**config.mk**
```make
export PLATFORM = sky130hd
export DESIGN_NAME = hc_read_arbiter
export DESIGN_NICKNAME = d
export VERILOG_FILES = /design/src/rtl/hc_pkg.sv /design/src/rtl/hc_rr_pick.sv /design/src/rtl/hc_read_arbiter.sv
export SDC_FILE = /design/constraint.sdc
export NUM_CORES = 1
export LEC_CHECK = 0
export BUFFER_PORTS_ARGS = -buffer_cell sky130_fd_sc_hd__buf_2
export CAP_MARGIN = 20
export CORE_MARGIN = 2
export CORE_UTILIZATION = 46
export DETAILED_ROUTE_END_ITERATION = 16
export PLACE_DENSITY = 0.82
export SETUP_SLACK_MARGIN = 0.5
export SKIP_LAST_GASP = 1
export SYNTH_ARGS = -nofsm -noshare
export SYNTH_HDL_FRONTEND = slang
export SYNTH_SLANG_ARGS = --single-unit
```
**constraint.sdc**
```tcl
create_clock -name clk -period 4.6 [get_ports clk]
set_input_delay 0.92 -clock clk [delete_from_list [all_inputs] [get_ports clk]]
set_output_delay 0.92 -clock clk [all_outputs]
set_load 0.005 [all_outputs]
```
**src/rtl/hc_pkg.sv**
```systemverilog
// rtl/hc_pkg.sv - shared types for the host-requestor read arbiter
package hc_pkg;

    localparam int HC_ARB_NUM_REQ = 4;

    typedef enum logic [2:0] {
        e_REQUEST_NONE          = 3'd0,
        e_REQUEST_READ_STREAM   = 3'd1,
        e_REQUEST_READ_INDEXED  = 3'd2,
        e_REQUEST_WRITE_STREAM  = 3'd3,
        e_REQUEST_WRITE_INDEXED = 3'd4
    } t_request_cmd;

    typedef struct packed {
        t_request_cmd cmd;
        logic [7:0]   id;
        logic [31:0]  offset;
    } t_request_control;

    typedef enum logic [1:0] {
        S_ARB_IDLE  = 2'd0,
        S_ARB_GRANT = 2'd1,
        S_ARB_LOCK  = 2'd2
    } t_arb_state;

    // Value driven toward the read-request queue when nothing is issued
    localparam t_request_control REQ_CTRL_IDLE = '{cmd: e_REQUEST_NONE, id: 8'h00, offset: 32'h0};

    // Only the two read flavours may be forwarded to the read-request queue
    function automatic logic is_read_cmd(input t_request_cmd cmd);
        return (cmd == e_REQUEST_READ_STREAM) || (cmd == e_REQUEST_READ_INDEXED);
    endfunction

endpackage

```
**src/rtl/hc_rr_pick.sv**
```systemverilog
// rtl/hc_rr_pick.sv - combinational round-robin picker: first eligible requester at or after ptr
module hc_rr_pick #(
    parameter int N  = 4,
    parameter int IW = (N > 1) ? $clog2(N) : 1
) (
    input  logic [N-1:0]  valid,
    input  logic [IW-1:0] ptr,
    input  logic [N-1:0]  mask,
    output logic [N-1:0]  grant,
    output logic [IW-1:0] idx,
    output logic          any
);

    int pos;

    // Scan N positions starting at ptr, wrapping, and keep the first eligible one
    always_comb begin
        grant = '0;
        idx   = '0;
        any   = 1'b0;
        pos   = 0;
        for (int k = 0; k < N; k++) begin
            pos = int'(ptr) + k;
            if (pos >= N) begin
                pos = pos - N;
            end
            if (!any && valid[pos] && mask[pos]) begin
                any        = 1'b1;
                grant[pos] = 1'b1;
                idx        = IW'(pos);
            end
        end
    end

endmodule

```
**src/rtl/hc_read_arbiter.sv**
```systemverilog
// rtl/hc_read_arbiter.sv - round-robin read-command arbiter with burst lock (optional HC_ARB_STATS_EN grant counters)
module hc_read_arbiter
    import hc_pkg::*;
#(
    parameter int NUM_REQ  = HC_ARB_NUM_REQ,
    parameter int HOLD_MAX = 16
) (
    input  logic                       clk,
    input  logic                       reset,
    input  logic [NUM_REQ-1:0]         req_valid,
    input  t_request_control           req_ctrl [NUM_REQ],
    input  logic [NUM_REQ-1:0]         req_lock,
    output logic [NUM_REQ-1:0]         req_ready,
    output t_request_control           out_ctrl,
    input  logic                       out_full,
    output logic                       busy,
    output logic                       err_cmd,
    output logic [$clog2(NUM_REQ)-1:0] err_src
`ifdef HC_ARB_STATS_EN
    ,
    output logic [31:0]                grant_cnt [NUM_REQ]
`endif
);

    localparam int IDX_W = $clog2(NUM_REQ);
    localparam int CNT_W = $clog2(HOLD_MAX + 1);
    localparam logic [IDX_W-1:0] LAST_IDX   = IDX_W'(NUM_REQ - 1);
    localparam logic [CNT_W-1:0] HOLD_LIMIT = CNT_W'(HOLD_MAX);

    t_arb_state         state, state_nxt;
    logic [IDX_W-1:0]   rr_ptr, rr_ptr_nxt;
    logic [IDX_W-1:0]   owner, owner_nxt;
    logic [CNT_W-1:0]   hold_cnt, hold_cnt_nxt, hold_inc;
    logic [NUM_REQ-1:0] pick_mask, pick_grant;
    logic [IDX_W-1:0]   pick_ptr, pick_idx;
    logic               pick_any;
    logic               xfer;
    logic               others;
    logic               win_lock;
    logic               win_legal;
    t_request_control   win_ctrl;

    function automatic logic [IDX_W-1:0] ptr_after(input logic [IDX_W-1:0] idx);
        return (idx == LAST_IDX) ? '0 : idx + IDX_W'(1);
    endfunction

    // While locked only the owner is eligible; otherwise everyone, starting at rr_ptr
    always_comb begin
        pick_mask = '0;
        pick_ptr  = rr_ptr;
        if (state == S_ARB_LOCK) begin
            pick_mask[owner] = 1'b1;
            pick_ptr         = owner;
        end else begin
            pick_mask = '1;
        end
    end

    hc_rr_pick #(
        .N  (NUM_REQ),
        .IW (IDX_W)
    ) u_pick (
        .valid (req_valid),
        .ptr   (pick_ptr),
        .mask  (pick_mask),
        .grant (pick_grant),
        .idx   (pick_idx),
        .any   (pick_any)
    );

    // The registered full flag is trusted as-is: the queue keeps enough slack for its lag
    assign xfer      = pick_any & ~out_full;
    assign req_ready = xfer ? pick_grant : '0;
    assign win_ctrl  = req_ctrl[pick_idx];
    assign win_lock  = req_lock[pick_idx];
    assign win_legal = is_read_cmd(win_ctrl.cmd);
    assign others    = |(req_valid & ~pick_grant);
    assign hold_inc  = hold_cnt + CNT_W'(1);

    // Next-state: rotation, lock entry/exit and hold counting; nothing moves without a transfer
    always_comb begin
        state_nxt    = state;
        rr_ptr_nxt   = rr_ptr;
        owner_nxt    = owner;
        hold_cnt_nxt = hold_cnt;
        case (state)
            S_ARB_IDLE, S_ARB_GRANT: begin
                if (xfer) begin
                    if (win_lock && (HOLD_MAX > 1)) begin
                        state_nxt    = S_ARB_LOCK;
                        owner_nxt    = pick_idx;
                        hold_cnt_nxt = CNT_W'(1);
                    end else begin
                        rr_ptr_nxt = ptr_after(pick_idx);
                        state_nxt  = others ? S_ARB_GRANT : S_ARB_IDLE;
                    end
                end
            end
            S_ARB_LOCK: begin
                // An owner that drops valid simply stalls the lock; there is no timeout
                if (xfer) begin
                    if (!win_lock || (hold_inc == HOLD_LIMIT)) begin
                        state_nxt    = S_ARB_GRANT;
                        rr_ptr_nxt   = ptr_after(owner);
                        hold_cnt_nxt = '0;
                    end else begin
                        hold_cnt_nxt = hold_inc;
                    end
                end
            end
            default: begin
                state_nxt = S_ARB_IDLE;
            end
        endcase
    end

    // Arbitration state registers
    always_ff @(posedge clk or posedge reset) begin
        if (reset) begin
            state    <= S_ARB_IDLE;
            rr_ptr   <= '0;
            owner    <= '0;
            hold_cnt <= '0;
        end else begin
            state    <= state_nxt;
            rr_ptr   <= rr_ptr_nxt;
            owner    <= owner_nxt;
            hold_cnt <= hold_cnt_nxt;
        end
    end

    // Forward an accepted read for exactly one cycle; illegal commands are swallowed
    always_ff @(posedge clk or posedge reset) begin
        if (reset) begin
            out_ctrl <= REQ_CTRL_IDLE;
        end else if (xfer && win_legal) begin
            out_ctrl <= win_ctrl;
        end else begin
            out_ctrl <= REQ_CTRL_IDLE;
        end
    end

    // Sticky illegal-command flag; the source of the first offender is kept
    always_ff @(posedge clk or posedge reset) begin
        if (reset) begin
            err_cmd <= 1'b0;
            err_src <= '0;
        end else if (xfer && !win_legal) begin
            err_cmd <= 1'b1;
            if (!err_cmd) begin
                err_src <= pick_idx;
            end
        end
    end

    assign busy = (state == S_ARB_LOCK) | (out_ctrl.cmd != e_REQUEST_NONE);

`ifdef HC_ARB_STATS_EN
    // Per-requester count of forwarded reads, free-running with natural wrap
    always_ff @(posedge clk or posedge reset) begin
        if (reset) begin
            for (int i = 0; i < NUM_REQ; i++) begin
                grant_cnt[i] <= '0;
            end
        end else if (xfer && win_legal) begin
            grant_cnt[pick_idx] <= grant_cnt[pick_idx] + 32'd1;
        end
    end
`endif

endmodule

```
After elaboration in Yosys (flattened, before gate mapping)
Index checks and enable logic that the tools add are counted.
{"block": "op_classes", "n_eq_ne": 12, "reduce_logical": 31, "n_bitwise": 10, "add_sub_neg": 10, "magnitude_cmp": 16, "muxes": 77}
{"cell": "$mux 43", "n": 3}
{"cell": "$ge 32x1->1 const B", "n": 4}
{"cell": "$lt 32x4->1 const B", "n": 4}
{"cell": "$mux 32", "n": 4}
{"cell": "$ge 32x4->1 const B", "n": 3}
{"cell": "$sub 32x4->32 const B", "n": 3}
{"cell": "$bmux 43 s2", "n": 1}
{"cell": "$mux 2", "n": 15}
{"cell": "$mux 1", "n": 27}
{"cell": "$mux 4", "n": 6}
{"cell": "$mux 5", "n": 4}
{"cell": "$bmux 1 s2", "n": 9}
{"cell": "$logic_and 1x1->1", "n": 14}
{"cell": "$or 4x4->4", "n": 3}
{"cell": "$demux 1 s2", "n": 5}
{"cell": "$pmux 5 s2", "n": 1}
{"cell": "$ne 2x2->1 const B", "n": 4}
{"cell": "$pmux 2 s2", "n": 2}
{"cell": "$add 2x2->3 const B", "n": 2}
{"cell": "$eq 2x2->1 const B", "n": 3}
{"cell": "$lt 2x3->1 const B", "n": 2}
{"cell": "$reduce_and 3->1", "n": 2}
{"cell": "$add 5x1->5 const B", "n": 1}
{"cell": "$eq 5x5->1 const B", "n": 1}
{"cell": "26 further kinds", "n": 33}
{"block": "totals", "out_inout_bits": 51, "in_bits": 183, "regBits": 57}

Longest topological paths before layout
{"block": "logic_depth", "word_depth": 31, "mapped_depth": 16}

By module
From an unflattened synthesis, not the netlist that was laid out.
{"block": "hier_totals", "cells_unflattened": 320, "area_unflattened_um2": 3852.4}
{"module": "hc_read_arbiter", "area_each_um2": 3350.7, "n_inst": 1, "cells_each": 250}
{"module": "hc_rr_pick", "area_each_um2": 501.7, "n_inst": 1, "cells_each": 70}

Worst setup path after synthesis
OpenSTA, ideal clock, no wires.
{"block": "synth_timing", "kind": "register to output", "from": "register state[0]", "to": "output req_ready[1]", "arrival_time_ns": 2.864, "slack_ns": 0.816, "path_stages_with_launch": 13, "required_ns": 3.680, "path_cell_list": "dfrtp_1 nand2b_2 buf_4 mux2_4 ha_1 inv_1 a221oi_4 nand2_1 a21oi_1 or2_2 clkbuf_1 clkbuf_1 nor2_1"}
{"block": "synth_via", "elab_chain_len": 23, "word_cells_on_any_way": 85, "classes_between": "add/sub: 7; order compare: 12; eq/ne: 1; mux: 47; bitwise: 4; reduce/logical: 14"}
{"element": "start: declaration", "line_no": "hc_read_arbiter.sv:30", "source": "t_arb_state state, state_nxt;"}
{"element": "start signal: assignment", "line_no": "hc_read_arbiter.sv:125", "source": "state <= state_nxt;"}
{"element": "$eq 2x2->1 (*)", "line_no": "hc_read_arbiter.sv:51", "source": "if (state == S_ARB_LOCK) begin"}
{"element": "parallel branches: the longest is 21 deep, another holds $sub 32x4->32"}
{"element": "$mux 4 (*)", "line_no": "hc_read_arbiter.sv:73", "source": "assign req_ready = xfer ? pick_grant : '0;"}
{"element": "end: declaration", "line_no": "hc_read_arbiter.sv:13", "source": "output logic [NUM_REQ-1:0] req_ready,"}
Mark *: on every way between the ends. The select of a mux whose other input is x is not followed.

Worst setup path in the final report
{"block": "layout_timing", "from": "register state[1]", "to": "output req_ready[1]"}
Same word-level chain as after synthesis.

==> results.md <==
* Gr ovfl total at 0
* Crit end category: primary output
* Final nets at between 900 and 1000
* CTS tree: done
* Post-Synthesis Cells at 480
* Fin crit share at 0.867
* Fin. max-slew vios at 0
* Site row count at 35
* Unrepaired setup endpoints after global routing: false
* Maxcap violations at 0
* Synth Flop Type: dfrtp_1
* Synth Warn # at 0
* Synth async-reset ratio at 1.00
* Largest net degree at the start of global routing at 58
* Clock latency on the worst-skew pair at 0.34 ns
* Core Area at 0.00920 sq mm
* DR vias/cell at 5.70
* CTS buffer count at 9
* Port buffer count at 233
* Status: finished clean
* Aggregate routed wire length at 15200 um
* Starting density of the core at 0.474
* Rel. slew slack at 0.497
* Lkg Pwr at 3.36 nW
* Final-report hold violation count at 0
* Synth Net Count at 676
* Yosys cell types at 66
* Post-Syn Area at approximately 0.0044 sq mm
* Hold/Removal Path Class: flop to flop
* Max H-tree Level at 3
* Routability cong. at 0.967
* Wire length per cell at 18.3 um
* Drt drc at 0
* Total power draw at about 6.5 mW
* Die Area at 0.0103 sq mm
* Clock Tree Buf Depth at 2
* Root Buffer: clkbuf_8
* #FFs+latches synth at 57
* Worst Path Arrival at 3.07 ns
* Num ports at 234
* Synth cell count leaders: nand2_1 (96), mux2i_1 (86), dfrtp_1 (57), and3_1 (45)
* Fin Hold WS at 0.513 ns
* First-pass GRT wire length at 23200 um
* Final antenna-violating net count at 0
* Reg clk slew, reported paths at 0.07 ns
* Sequential share of the synthesized area at 0.327
* EDFF count, synth at 0
* Crit path launch type: flop
* P per Cell Area at 1080 mW/mm^2
* Critical Path RT at 3.68 ns
* Finish-stage setup viols at 0
* Slew of the pin with the lowest slew margin at 0.754 ns
* DP Wirelength at 11600 um
* Layout cells sized above 1 at 0.416
* Clk sinks at 57
* Max Fclk at between 200 and 300 MHz
* Initial antenna violation count at 5
* Post-layout min period at 3.99 ns
* TNS Setup at 0 ns
* VDD IR-drop max at 1040 uV
* Via count at 4740
* Setup CP Type: flop to primary output
* Total global-route track usage at 0.290
* Die height at 101 um
* Crit-path max FO at 12
* Pre-antenna DRT Iters at 4
* Leading area contributor after synthesis: dfrtp_1
* Largest cells by area after synthesis: dfrtp_1 (33%), mux2i_1 (20%), nand2_1 (8.3%), and3_1 (6.5%), ha_1 (3.7%)
* Final core occ at 0.650
* Drt first-iter violations at 249
* Vias in the first global route at 4889
* P&R area growth vs syn at 37.3%
* Chip width at 101 um
* Share of the synthesized area in the top cell type at 0.327
* Top-count cell post-synth: nand2_1
* Mean post-synth cell area at 9.07 sq um
* Setup Skew at 0.0107 ns
## power breakdown
group | total [mW] | internal [mW] | switching [mW]
combinational | 5.17 | 2.19 | 2.98
clock | 0.536 | 0.336 | 0.200
sequential | 0.754 | 0.651 | 0.104
## layout make-up
type                            count  area [sq um]
Antenna cell                        4          10.0
Tap cell                          111           139
Inverter                           12          45.0
Sequential cell                    57          1430
Fill cell                         790          3220
Timing Repair Buffer              250          1330
Clock buffer                       14           163
Clock inverter                      2          60.1
Multi-Input combinational cell    381          2810
## cell usage in the layout (no fill, tap or decap), types with 5 or more instances in the layout
master	instances
nand2_1	95
nand3_1	8
mux2i_1	86
buf_4	13
a21oi_1	6
ha_1	11
o21ai_0	7
buf_2	233
a22o_1	6
dfrtp_1	55
and3_1	45
inv_1	10
nor3_1	7
xnor2_1	5
nor2_1	11
clkbuf_8	11
## worst max-delay path: stages, from the launching register on
cell      delay (ns)
dfrtp_2         0.49
and3b_1         0.27
a21oi_2         0.15
inv_1           0.08
ha_2            0.33
inv_1           0.12
nor2_1          0.06
a32o_1          0.24
a32oi_2         0.20
nor2_2          0.10
a22o_1          0.25
a221oi_2        0.25
nor2_1          0.07
buf_2           0.14
## sequential cells by signal (all words and copies together) (netlist names)
register / flops
state: 2
out_ctrl: 43
err_cmd: 1
hold_cnt: 5
rr_ptr: 2
err_src: 2
owner: 2
## kinds of logic (layout without fill, tap and decap cells)
group,count (synthesis),after routing,share of synthesized area
simple gates,198,198,0.224
mux,93,93,0.217
compound gates,71,71,0.139
flops,57,57,0.327
buf+inv,42,278,0.0442
fa+ha+maj,13,13,0.0373
xor+xnor,5,5,0.0101
other cells,1,5,0.000861
## per-stage QoR
| step | instances | setup WS (ns) | cell area [sq um] |
|---|---|---|---|
| floorplan | 480 | 0.816 | 4360 |
| global placement | 803 | 0.572 | 5620 |
| detailed placement | 803 | 0.418 | 5620 |
| CTS | 824 | 0.493 | 5920 |
| global route | 831 | 0.519 | 5980 |
| finish | 831 | 0.610 | 5980 |
## worst paths after layout
path,start,to,slack [ns],cells after the start
setup reg to reg,state[0]$_DFFE_PP0P_,rr_ptr[1]$_DFFE_PP0P_,0.73,14
setup / recovery,state[1]$_DFFE_PP0P_,req_ready[1],0.61,13
max in group asynchronous,reset,state[0]$_DFFE_PP0P_,3.25,3
min in group asynchronous,reset,out_ctrl[28]$_DFF_PP0_,0.78,3
hold reg to reg,err_src[1]$_DFFE_PP0P_,err_src[1]$_DFFE_PP0P_,0.51,1
hold / removal,err_src[1]$_DFFE_PP0P_,err_src[1]$_DFFE_PP0P_,0.51,1
## per-layer routing
metal,vias up,share of wire,wire (um),GRT usage
met5,-,0.00072,11,0
met2,216,0.50,7630,0.496
met4,2,0.051,782,0.182
met3,57,0.075,1140,0.0801
met1,2259,0.37,5640,0.318
li1,2206,-,-,-
## repair_timing
| item | in CTS | in global routing |
|---|---|---|
| setup endpoints to repair | 48 | 52 |
| hold buffers | 0 | 0 |
| setup buffers | 5 | 3 |
| gates cloned | 0 | 0 |
| gates resized for setup | 8 | 8 |
| pin swaps | 0 | 3 |
(Power assumes the default switching activity.)
